$ cat config.mk
export PLATFORM = sky130hd
export DESIGN_NAME = s2_arbiter
export DESIGN_NICKNAME = d
export VERILOG_FILES = /design/src/rtl/s2_arbiter.sv
export SDC_FILE = /design/constraint.sdc
export NUM_CORES = 1
export LEC_CHECK = 0
export BUFFER_PORTS_ARGS = -buffer_cell sky130_fd_sc_hd__clkbuf_2
export CORE_MARGIN = 1.5
export CORE_UTILIZATION = 54
export DETAILED_ROUTE_END_ITERATION = 12
export GPL_ROUTABILITY_DRIVEN = 0
export PLACE_DENSITY_LB_ADDON = 0.1
export SYNTH_ARGS = -nofsm -noshare
export SYNTH_HDL_FRONTEND = slang
export SYNTH_SLANG_ARGS = --single-unit
$ cat constraint.sdc
create_clock -name CLK -period 1.9 [get_ports CLK]
set_input_delay 0.095 -clock CLK [delete_from_list [all_inputs] [get_ports CLK]]
set_output_delay 0.095 -clock CLK [all_outputs]
set_load 0.005 [all_outputs]
$ cat src/rtl/s2_arbiter.sv
// Four-requester round-robin scheduler driving the S2 mux-register selects, with a
// valid/ID qualifier aligned to the S2 output. Optional build macro: S2_ARB_URGENT_EN.
module s2_arbiter #(
  parameter int N        = 5,
  parameter int MAX_HOLD = 4
) (
  input  logic       CLK,
  input  logic       CLR,
  input  logic [3:0] req,
  output logic [3:0] gnt,
  output logic       A1,
  output logic       B1,
  output logic       A0,
  output logic       B0,
  output logic       busy,
  output logic       vld,
  output logic [1:0] vid
);

  if (N < 1) begin : g_bad_n
    $error("s2_arbiter: N must be at least 1");
  end
  if (MAX_HOLD < 1 || MAX_HOLD > 15) begin : g_bad_hold
    $error("s2_arbiter: MAX_HOLD must be in 1..15");
  end

  localparam logic [3:0] MAX_H = 4'(MAX_HOLD);

  typedef enum logic {ST_IDLE, ST_BUSY} st_t;

  // Handshake: req is a level held by requester i until done; gnt is its
  // registered acknowledgement. busy is the FSM state (1 = BUSY).
  st_t        r_st, w_st_nxt;
  logic [1:0] r_owner, w_owner_nxt;
  logic [1:0] r_ptr, w_ptr_nxt;
  logic [3:0] r_cnt, w_cnt_nxt;
  logic [3:0] r_gnt, w_gnt_nxt;
  logic       r_vld;
  logic [1:0] r_vid;

  logic [2:0] w_win;
  logic [2:0] w_oth;
  logic [1:0] w_idle_idx;
  logic       w_urgent;
  logic       w_take;
  logic [1:0] w_take_idx;

  // Returns {found, index} of the first set bit in order p+1, p+2, p+3, p+4.
  function automatic logic [2:0] rr_pick(input logic [3:0] r, input logic [1:0] p);
    logic [2:0] res;
    logic [1:0] idx;
    res = 3'b000;
    for (int k = 1; k <= 4; k++) begin
      idx = p + 2'(k);
      if (!res[2] && r[idx]) res = {1'b1, idx};
    end
    return res;
  endfunction

  assign w_win = rr_pick(req, r_ptr);
  assign w_oth = rr_pick(req & ~(4'b0001 << r_owner), r_ptr);

`ifdef S2_ARB_URGENT_EN
  assign w_idle_idx = req[0] ? 2'd0 : w_win[1:0];
  assign w_urgent   = (r_st == ST_BUSY) && req[0] && (r_owner != 2'd0);
`else
  assign w_idle_idx = w_win[1:0];
  assign w_urgent   = 1'b0;
`endif

  always_comb begin
    w_st_nxt    = r_st;
    w_owner_nxt = r_owner;
    w_ptr_nxt   = r_ptr;
    w_cnt_nxt   = r_cnt;
    w_gnt_nxt   = r_gnt;
    w_take      = 1'b0;
    w_take_idx  = 2'd0;
    case (r_st)
      ST_IDLE: begin
        if (|req) begin
          w_take     = 1'b1;
          w_take_idx = w_idle_idx;
        end
      end
      ST_BUSY: begin
        if (w_urgent) begin
          w_take     = 1'b1;
          w_take_idx = 2'd0;
        end else if (!req[r_owner]) begin
          if (w_oth[2]) begin
            w_take     = 1'b1;
            w_take_idx = w_oth[1:0];
          end else begin
            // owner is kept so the select lines stay put while idle
            w_st_nxt  = ST_IDLE;
            w_gnt_nxt = 4'b0000;
            w_cnt_nxt = 4'd0;
          end
        end else if (r_cnt < MAX_H) begin
          w_cnt_nxt = r_cnt + 4'd1;
        end else if (w_oth[2]) begin
          w_take     = 1'b1;
          w_take_idx = w_oth[1:0];
        end
      end
      default: begin
        w_st_nxt  = ST_IDLE;
        w_gnt_nxt = 4'b0000;
      end
    endcase
    if (w_take) begin
      w_st_nxt    = ST_BUSY;
      w_owner_nxt = w_take_idx;
      w_ptr_nxt   = w_take_idx;
      w_gnt_nxt   = 4'b0001 << w_take_idx;
      w_cnt_nxt   = 4'd1;
    end
  end

  always_ff @(posedge CLK or posedge CLR) begin
    if (CLR) begin
      r_st    <= ST_IDLE;
      r_owner <= 2'd0;
      r_ptr   <= 2'd3;
      r_cnt   <= 4'd0;
      r_gnt   <= 4'b0000;
      r_vld   <= 1'b0;
      r_vid   <= 2'd0;
    end else begin
      r_st    <= w_st_nxt;
      r_owner <= w_owner_nxt;
      r_ptr   <= w_ptr_nxt;
      r_cnt   <= w_cnt_nxt;
      r_gnt   <= w_gnt_nxt;
      // one-cycle lag matches the S2 register capture latency
      r_vld   <= (r_st == ST_BUSY);
      r_vid   <= r_owner;
    end
  end

  assign gnt  = r_gnt;
  assign A1   = r_owner[1];
  assign B1   = 1'b0;
  assign A0   = r_owner[0];
  assign B0   = r_owner[0];
  assign busy = (r_st == ST_BUSY);
  assign vld  = r_vld;
  assign vid  = r_vid;

endmodule

==> reports/results.tsv, run 1 <==
metric	value	unit
worst_path_largest_cell_delay	0.45	ns
fin_skew	0.00119	ns
r2r_start	r_owner[0]	
synthCells	107	
hold_viol	0	
cp.required	2.13	ns
yosysTopAreaCell	dfrtp_1	
worst_ep_arrival_time	2.10	ns
setup_slack	0.0372	ns
dpl.hpwl	1680	um
leakage	0.572	nW
start_kind	register	
slowest_stage	dfrtp_2	
grt_max_degree	17	
pwr_density_cell	1670	nW/um2
port_buffers	16	
setup-violations-final	0	
cp_max_fo	6	
cts_root_buf	clkbuf_4	
ys_async_sr_fraction	100	%
ir_worst_vdd	0.983	mV
numClockSinks	16	
ios	18	
vias_per_cell	5.75	
htree_levels	1	
grt_pass1_vias	801	
drc_errors	0	
syn-cell-area	1030	um2
dieHeight	46.7	um
hp-start	req[3]	
hold_end	busy	
ant_nets	0	
period_minus_slack	1.86	ns
start_util	58.4	%
nets	137	
crit_type	register to register	
syn_nets	114	
cts_inserted_buffers	3	
yosys-top-cells-area	dfrtp_1, dfstp_2, nor2_1	
ys_ff_latch	16	
cap_violations	0	
timing.hold.ws	0.327	ns
clockBufferDepth	2	
reg2regPathDepth	6	
status	finished, final reports clean	
die_area	2180	um2
rsz0062_at_grt	no	
path_clk_slew	0.10	ns
avgSynthCellArea	9.64	um2
r2r-end	gnt[3]	
fin_setup_tns	0	ns
wl_per_cell	14.7	um
path_common_cell	a22o_1	
path_delay_family	compound AO/OA/AOI/OAI gates	
fmax	537	MHz
ys_warn_count	0	
tritoncts	done	
cts_setup_buffers	0	
fp.coreArea	1760	um2
grt_util_all_layers	23.1	%
synth.distinct_cells	43	
antenna_found_initial	0	
crit_chain	buf_4 -> maj3_2 -> a22o_1 -> a32o_2 -> o21ai_4 -> a22o_1	
synth_top_area_share	34.0	%
holdPathStages	4	
grt.overflow.total	0	
pre_cts_ws	0.0640	ns
num_antenna_cells	0	
grt_pass1_wl	3510	um
worst_pin_slew	0.608	ns
rows	15	
ys_seq_area_share	39.1	%
path_buf_inv	1	
post-route-period-util	98.0	%
drt_wl_total	2270	um
syn2layout_area_growth	16.6	%
die_w	46.7	um
dr.pass1.iters	4	
layout-drive-gt1-share	36.4	%
reg2reg_slack	0.04	ns
synth_ff_type	dfrtp_1	
initialDrtViolationCount	24	
synth_edf_count	0	
setup.worst_path.end_class	register	
vias	885	
max_slew_margin	59.4	%
drv_slew	0	
insertion_delay	0.29	ns
hp-class	primary input to register	
-- power by group --
part | switching (mW) | internal (mW)
Clock | 0.113 | 0.117
Sequential | 0.129 | 0.495
Combinational | 0.574 | 0.585
Total | 0.817 | 1.20
-- cell families after synthesis --
logic type | count (synthesis) | synth area share (%)
AOI/OAI and AO/OA | 34 | 26.7
DFF | 16 | 39.1
adders and majority gates | 3 | 3.28
other | 1 | 0.364
and+or+nand+nor | 34 | 17.0
muxes | 3 | 4.13
buffers and inverters | 16 | 9.46
-- area by class of cell --
class                           count  area, um2
Clock buffer                        4       36.3
Fill cell                         152        562
Multi-Input combinational cell     75        538
Tap cell                           25       31.3
Timing Repair Buffer               26        161
Inverter                            8       30.0
Sequential cell                    16        405
-- stage by stage --
| step | util, % | power (mW) | area (um2) | instances |
|---|---|---|---|---|
| 2_1_floorplan | - | 1.40 | 1030 | 107 |
| 5_1_grt | 68.2 | 2.15 | 1200 | 154 |
| 4_1_cts | 67.4 | 1.98 | 1190 | 154 |
| 3_5_place_dp | 64.8 | 1.74 | 1140 | 149 |
| 6_report | 68.2 | 2.01 | 1200 | 154 |
| 3_3_place_gp | 64.8 | 1.71 | 1140 | 149 |
-- how the worst max path moves through the flow --
stage | startpoint | to | cells after the start
floorplan | r_owner[0] | r_owner[0] | 6
CTS | r_owner[1] | gnt[3] | 7
global placement | r_owner[1] | gnt[3] | 7
global route | r_owner[1] | gnt[1] | 7
detailed placement | r_owner[1] | gnt[2] | 7
finish | r_owner[0] | gnt[3] | 6
-- registers in the layout, indices dropped and copies added, names as in the netlist --
name,flops
gnt,4
r_cnt,4
r_owner,2
r_ptr,2
vid,2
busy,1
vld,1
-- cells in the final DEF (no fill, tap or decap), types with 2 or more instances in the layout --
cell type | netlist | routed
nand2_4 | 2 | 2
buf_4 | 3 | 8
nand2b_1 | 3 | 3
clkbuf_4 | 0 | 3
a32o_2 | 0 | 2
a21o_1 | 3 | 3
a32oi_1 | 2 | 2
clkbuf_2 | 0 | 16
nor2_1 | 12 | 11
inv_1 | 8 | 8
nor3_1 | 2 | 2
dfstp_2 | 2 | 2
mux2i_1 | 2 | 2
a21oi_1 | 4 | 4
o21ai_0 | 7 | 7
dfrtp_1 | 14 | 12
dfrtp_2 | 0 | 2
nand2_1 | 7 | 7
a22o_1 | 5 | 5
-- worst register-to-register path: stages, from the launching register on --
cell,delay [ns]
dfrtp_2,0.45
buf_4,0.17
maj3_2,0.30
a22o_1,0.24
a32o_2,0.25
o21ai_4,0.23
a22o_1,0.17
-- Yosys cell counts, types with 2 or more instances --
library cell	number
dfrtp_1	14
a32o_1	2
o21ai_0	7
a32oi_1	2
nor2b_1	2
a22o_1	5
buf_6	2
nor2_1	12
a21oi_1	4
inv_1	8
nand2_1	7
mux2i_1	2
a21o_1	3
nor3_1	2
nand2_4	2
dfstp_2	2
buf_4	3
nand2b_1	3
-- layer usage --
layer / share of wire (%) / vias up / global-route usage, %
li1: - / 426 / -
met1: 45 / 409 / 30.4
met2: 47 / 42 / 37.5
met3: 5.5 / 8 / 4.71
met4: 2.1 / 0 / 8.33
met5: 0 / - / 0
-- timing repair --
action,in CTS,in global routing
endpoints found under the hold margin,14,0
gates resized for setup,0,7
hold buffers,1,0
setup endpoints to repair,0,8
Note: power is estimated with default switching activity, not from simulation.
==> run 2, diff against run 1 <==
--- a/config.mk
+++ b/config.mk
@@ -7,7 +7,7 @@
 export LEC_CHECK = 0
 export BUFFER_PORTS_ARGS = -buffer_cell sky130_fd_sc_hd__clkbuf_2
 export CORE_MARGIN = 1.5
-export CORE_UTILIZATION = 54
+export CORE_UTILIZATION = 45
 export DETAILED_ROUTE_END_ITERATION = 12
 export GPL_ROUTABILITY_DRIVEN = 0
 export PLACE_DENSITY_LB_ADDON = 0.1
==> run 2 against run 1 <==
Effect of this change:
- non-clock buffer count up 1
- largest cell class unchanged
- critical path depth unchanged
- via count down 2.7%
- critical endpoint unchanged
- first-iteration DRC count unchanged
- sequential share of layout area down 0.55 points
- count of clock-buffer cells in the layout unchanged
- hold slack worse by 0.015 ns
- flip-flop and latch count unchanged
==> reports/results.tsv, run 2 (synthesis gave the netlist of run 1 again) <==
metric	value	unit	change
power	2.03	mW	+1.0%
leakage	0.570	nW	-0.32%
grt_pass1_wl	3850	um	+9.8%
setup.worst_path.end_class	register		
fin_setup_tns	0	ns	unchanged
cts_inserted_buffers	3		unchanged
initialDrtViolationCount	24		unchanged
worst_path_largest_cell_delay	0.43	ns	-0.02 ns
slowest_stage	dfrtp_1		
die_area	2590	um2	+19%
grt_max_degree	17		unchanged
pwr_density_cell	1670	nW/um2	-0.34%
fp.coreArea	2190	um2	+24%
cp.required	2.12	ns	about the same
port_buffers	16		unchanged
drt_wl_total	2290	um	+1.0%
path_common_cell	a22o_1		
fin_skew	0.0111	ns	+0.00988 ns
numClockSinks	16		unchanged
clockBufferDepth	2		unchanged
htree_levels	1		unchanged
mostFrequentLayoutCell	clkbuf_2		
rsz0062_at_grt	yes		
r2r_start	r_owner[0]		
status	finished, final reports clean		
pre_cts_ws	0.0439	ns	-0.0201 ns
fmax	535	MHz	-0.36%
grt_pass1_vias	812		+1.4%
vias_per_cell	5.45		-5.2%
max_slew_margin	59.0	%	-0.38 points
cap_violations	0		unchanged
crit_path_start	r_owner[0]		
vias	861		-2.7%
dpl.hpwl	1660	um	-1.1%
tritoncts	done		
worst_pin_slew	0.614	ns	+0.00575 ns
layout-drive-gt1-share	33.8	%	-2.6 points
num_antenna_cells	0		unchanged
crit_chain	buf_6 -> maj3_2 -> a22o_1 -> a32o_1 -> o21ai_4 -> a22o_1		
path_clk_slew	0.11	ns	about the same
rows	17		+2
hold_viol	0		unchanged
ir_worst_vdd	0.824	mV	-16%
cp_max_fo	9		+3
syn2layout_area_growth	18.2	%	
postPlaceCellArea	1140	um2	-0.33%
period_minus_slack	1.87	ns	+0.00676 ns
grt.overflow.total	0		unchanged
dr.pass1.iters	4		unchanged
drv_slew	0		unchanged
crit_type	register to register		
setup_slack	0.0305	ns	-0.00676 ns
start_util	47.1	%	-11 points
reg2reg_slack	0.03	ns	about the same
setup-violations-final	0		unchanged
crit_end	gnt[3]		
final_cell_mix	clkbuf_2, dfrtp_1, nor2_1		
insertion_delay	0.29	ns	about the same
start_kind	register		
drc_errors	0		unchanged
ios	18		unchanged
r2r-end	gnt[3]		
design_area	1220	um2	+1.4%
grt_util_all_layers	19.8	%	-3.3 points
wl_per_cell	14.5	um	-1.5%
dieHeight	50.9	um	+8.9%
cts_root_buf	clkbuf_4		
timing.hold.ws	0.313	ns	-0.0147 ns
post-route-period-util	98.4	%	+0.36 points
worst_ep_arrival_time	2.09	ns	about the same
die_w	50.9	um	+8.9%
antenna_found_initial	0		unchanged
reg2regPathDepth	6		unchanged
hp-class	primary input to register		
nets	138		+0.73%
ant_nets	0		unchanged
[run 2: metrics by stage]
| step | cells | util [%] |
|---|---|---|
| 6_report | 158 | 55.6 |
| 3_3_place_gp | 151 | 52.0 |
| 2_1_floorplan | 107 | - |
| 5_1_grt | 158 | 55.6 |
| 4_1_cts | 156 | 54.1 |
| 3_5_place_dp | 151 | 52.0 |
[run 2: critical path: cells and delay by family, from the launching register on]
| family | cells | cell delay (ns) |
|---|---|---|
| buffers and inverters | 1 | 0.15 |
| adder cells (fa/ha/maj) | 1 | 0.30 |
| AO/OA/AOI/OAI | 4 | 0.92 |
| flip-flops | 1 | 0.43 |
[run 2: per-layer routing]
metal  global-route usage (%)  wire, um  up-vias
li1                         -         -      424
met5                        0         0        -
met3                     2.63        75        2
met4                     4.05        10        0
met1                     29.4      1140      414
met2                     30.9      1070       21
[run 2: how the worst min path moves through the flow]
stage / from / endpoint / cells past startpoint
after CTS: req[0] / busy / 4
after detailed placement: CLR / gnt[3] / 2
after floorplan: CLR / busy / 1
after global placement: CLR / gnt[3] / 2
final: req[3] / busy / 4
after global routing: req[3] / busy / 4
[run 2: where the power goes]
| part | leakage [nW] | total (mW) | switching, mW | internal, mW |
|---|---|---|---|---|
| sequential | 0.189 | 0.621 | 0.129 | 0.492 |
| combinational | 0.360 | 1.18 | 0.580 | 0.600 |
| clock | 0.0210 | 0.233 | 0.116 | 0.117 |
[run 2: repair_timing]
action	in CTS	in global routing
pin swaps	0	4
gates cloned	0	0
setup endpoints to repair	1	9
hold buffers	1	0
endpoints found under the hold margin	14	0
resized for setup	1	4
setup buffers	0	2
[run 2: layout make-up]
type,instances,area [um2]
Clock buffer,4,36.3
Inverter,8,30.0
Fill cell,218,972
Tap cell,28,35.0
Multi-Input combinational cell,75,544
Sequential cell,16,404
Timing Repair Buffer,27,169
==> run 3, diff against run 2 <==
--- a/config.mk
+++ b/config.mk
@@ -10,7 +10,7 @@
 export CORE_UTILIZATION = 45
 export DETAILED_ROUTE_END_ITERATION = 12
 export GPL_ROUTABILITY_DRIVEN = 0
-export PLACE_DENSITY_LB_ADDON = 0.1
+export PLACE_DENSITY = 0.63
 export SYNTH_ARGS = -nofsm -noshare
 export SYNTH_HDL_FRONTEND = slang
 export SYNTH_SLANG_ARGS = --single-unit
==> run 3 against run 2 <==
Effect of this change:
- clock power increased by 3%
- design area decreased by 2.0%
- maximum frequency decreased by 0.42%
- count of clock-buffer cells in the layout unchanged
- sequential share of layout area increased by 0.66 points
- sequential power about the same
- flip-flop and latch count unchanged
- hold slack about the same
- routed wire length increased by 0.57%
- worst setup slack got worse by 0.0079 ns
- die area unchanged
- cell count decreased by 1.3%
==> reports/results.tsv, run 3 (synthesis gave the netlist of run 1 again) <==
metric	value	unit	change
status	finished, final reports clean		
nets	136		-1.4%
initialDrtViolationCount	23		-4.2%
path_clk_slew	0.11	ns	about the same
max_slew_margin	58.3	%	-0.73 points
die_area	2590	um2	unchanged
cp.required	2.14	ns	+0.02 ns
cap_violations	0		unchanged
fin_cells	156		-1.3%
syn2layout_area_growth	15.9	%	
fin_skew	0.0120	ns	+0.000908 ns
hold_viol	0		unchanged
drc_errors	0		unchanged
rsz0062_at_grt	yes		
dpl.hpwl	1640	um	-1.0%
setup.worst_path.end_class	register		
cts_inserted_buffers	3		unchanged
cts_root_buf	clkbuf_4		
rows	17		unchanged
fmax	533	MHz	-0.42%
drt_wl_total	2310	um	+0.57%
drv_slew	0		unchanged
worst_ep_arrival_time	2.12	ns	+0.03 ns
worst_path_largest_cell_delay	0.43	ns	about the same
antenna_found_initial	0		unchanged
fin_setup_tns	0	ns	unchanged
dr.pass1.iters	4		unchanged
post-route-period-util	98.8	%	+0.42 points
ir_worst_vdd	0.893	mV	+8.3%
dieHeight	50.9	um	unchanged
crit_chain	buf_4 -> maj3_2 -> a22o_1 -> a32o_2 -> o21ai_4 -> a22o_1		
clockBufferDepth	2		unchanged
wl_per_cell	14.8	um	+1.9%
vias_per_cell	5.67		+4.0%
final_cell_mix	clkbuf_2, dfrtp_1, nor2_1		
start_kind	register		
postPlaceCellArea	1130	um2	-0.66%
ant_nets	0		unchanged
period_minus_slack	1.88	ns	+0.00795 ns
port_buffers	16		unchanged
die_w	50.9	um	unchanged
n_fill_cell	194		-11%
layout-drive-gt1-share	32.8	%	-1.0 points
hp-class	primary input to register		
num_antenna_cells	0		unchanged
cp_max_fo	7		-2
path_delay_family	compound AO/OA/AOI/OAI gates		
worst_pin_slew	0.625	ns	+0.0109 ns
mostFrequentLayoutCell	clkbuf_2		
htree_levels	1		unchanged
fp.coreArea	2190	um2	unchanged
setup_slack	0.0225	ns	-0.00795 ns
crit_type	register to register		
ios	18		unchanged
vias	884		+2.7%
path_buf_inv	1		unchanged
pwr_density_cell	1690	nW/um2	+0.97%
tritoncts	done		
grt_util_all_layers	19.9	%	+0.13 points
insertion_delay	0.31	ns	+0.02 ns
dpl.cell_count	150		-0.66%
design_area	1190	um2	-2.0%
numClockSinks	16		unchanged
grt_pass1_wl	3700	um	-3.9%
grt.overflow.total	0		unchanged
reg2reg_slack	0.02	ns	about the same
grt_pass1_vias	790		-2.7%
pre_cts_ws	0.0766	ns	+0.0326 ns
path_common_cell	a22o_1		
leakage	0.563	nW	-1.3%
grt_max_degree	17		unchanged
start_util	47.1	%	unchanged
slowest_stage	dfrtp_1		
setup-violations-final	0		unchanged
-- run 3: cell count changes in the layout (fill, tap and decap cells not counted), sizes merged --
cell,before,now
buf,10,8
-- run 3: path summary, 6_finish.rpt --
path	start	end	depth (start not counted)
max	r_owner[0]	gnt[3]	6
min	req[3]	busy	4
max reg2reg	r_owner[0]	gnt[3]	6
min reg2reg	r_cnt[3]	r_cnt[3]	1
max in group asynchronous	CLR	r_owner[1]	3
min in group asynchronous	CLR	vid[0]	3
-- run 3: worst min-delay path, stage by stage --
cell and delay, ns:
clkbuf_2 0.17, nor4_1 0.08, buf_4 0.15, inv_1 0.08
-- run 3: per-layer routing --
layer  share of wire (%)  vias to the layer above  track usage (%)
met1                  47                      410             25.7
met2                  45                       42             30.5
li1                    -                      423                -
met5                   0                        -                0
met4                 3.3                        0             13.1
met3                 5.1                        9             3.80
-- run 3: final cells by class --
| cell class | count | area [um2] | area share (%) |
|---|---|---|---|
| Sequential cell | 16 | 404 | 33.8 |
| Inverter | 8 | 30.0 | 2.51 |
| Clock buffer | 4 | 36.3 | 3.04 |
| Timing Repair Buffer | 25 | 150 | 12.6 |
| Multi-Input combinational cell | 75 | 539 | 45.1 |
| Tap cell | 28 | 35.0 | 2.93 |
-- run 3: timing repair --
action | 4_1_cts | 5_1_grt
hold buffers | 1 | 0
resized for setup | 0 | 5
endpoints found under the setup margin | 0 | 7
setup buffers | 0 | 1
hold endpoints to repair | 14 | 0
-- run 3: through the flow --
step | power (mW) | hold slack [ns] | utilization [%]
global placement | 1.70 | 0.171 | 51.6
floorplan | 1.40 | 0.00731 | -
detailed placement | 1.72 | 0.188 | 51.6
global route | 2.16 | 0.334 | 54.5
finish | 2.01 | 0.313 | 54.5
CTS | 1.97 | 0.296 | 53.7
-- run 3: power by group --
group / leakage (nW) / total (mW) / internal [mW] / switching, mW
Clock: 0.0210 / 0.241 / 0.117 / 0.124
Sequential: 0.189 / 0.622 / 0.492 / 0.130
Combinational: 0.352 / 1.15 / 0.580 / 0.571
Total: 0.563 / 2.01 / 1.19 / 0.824
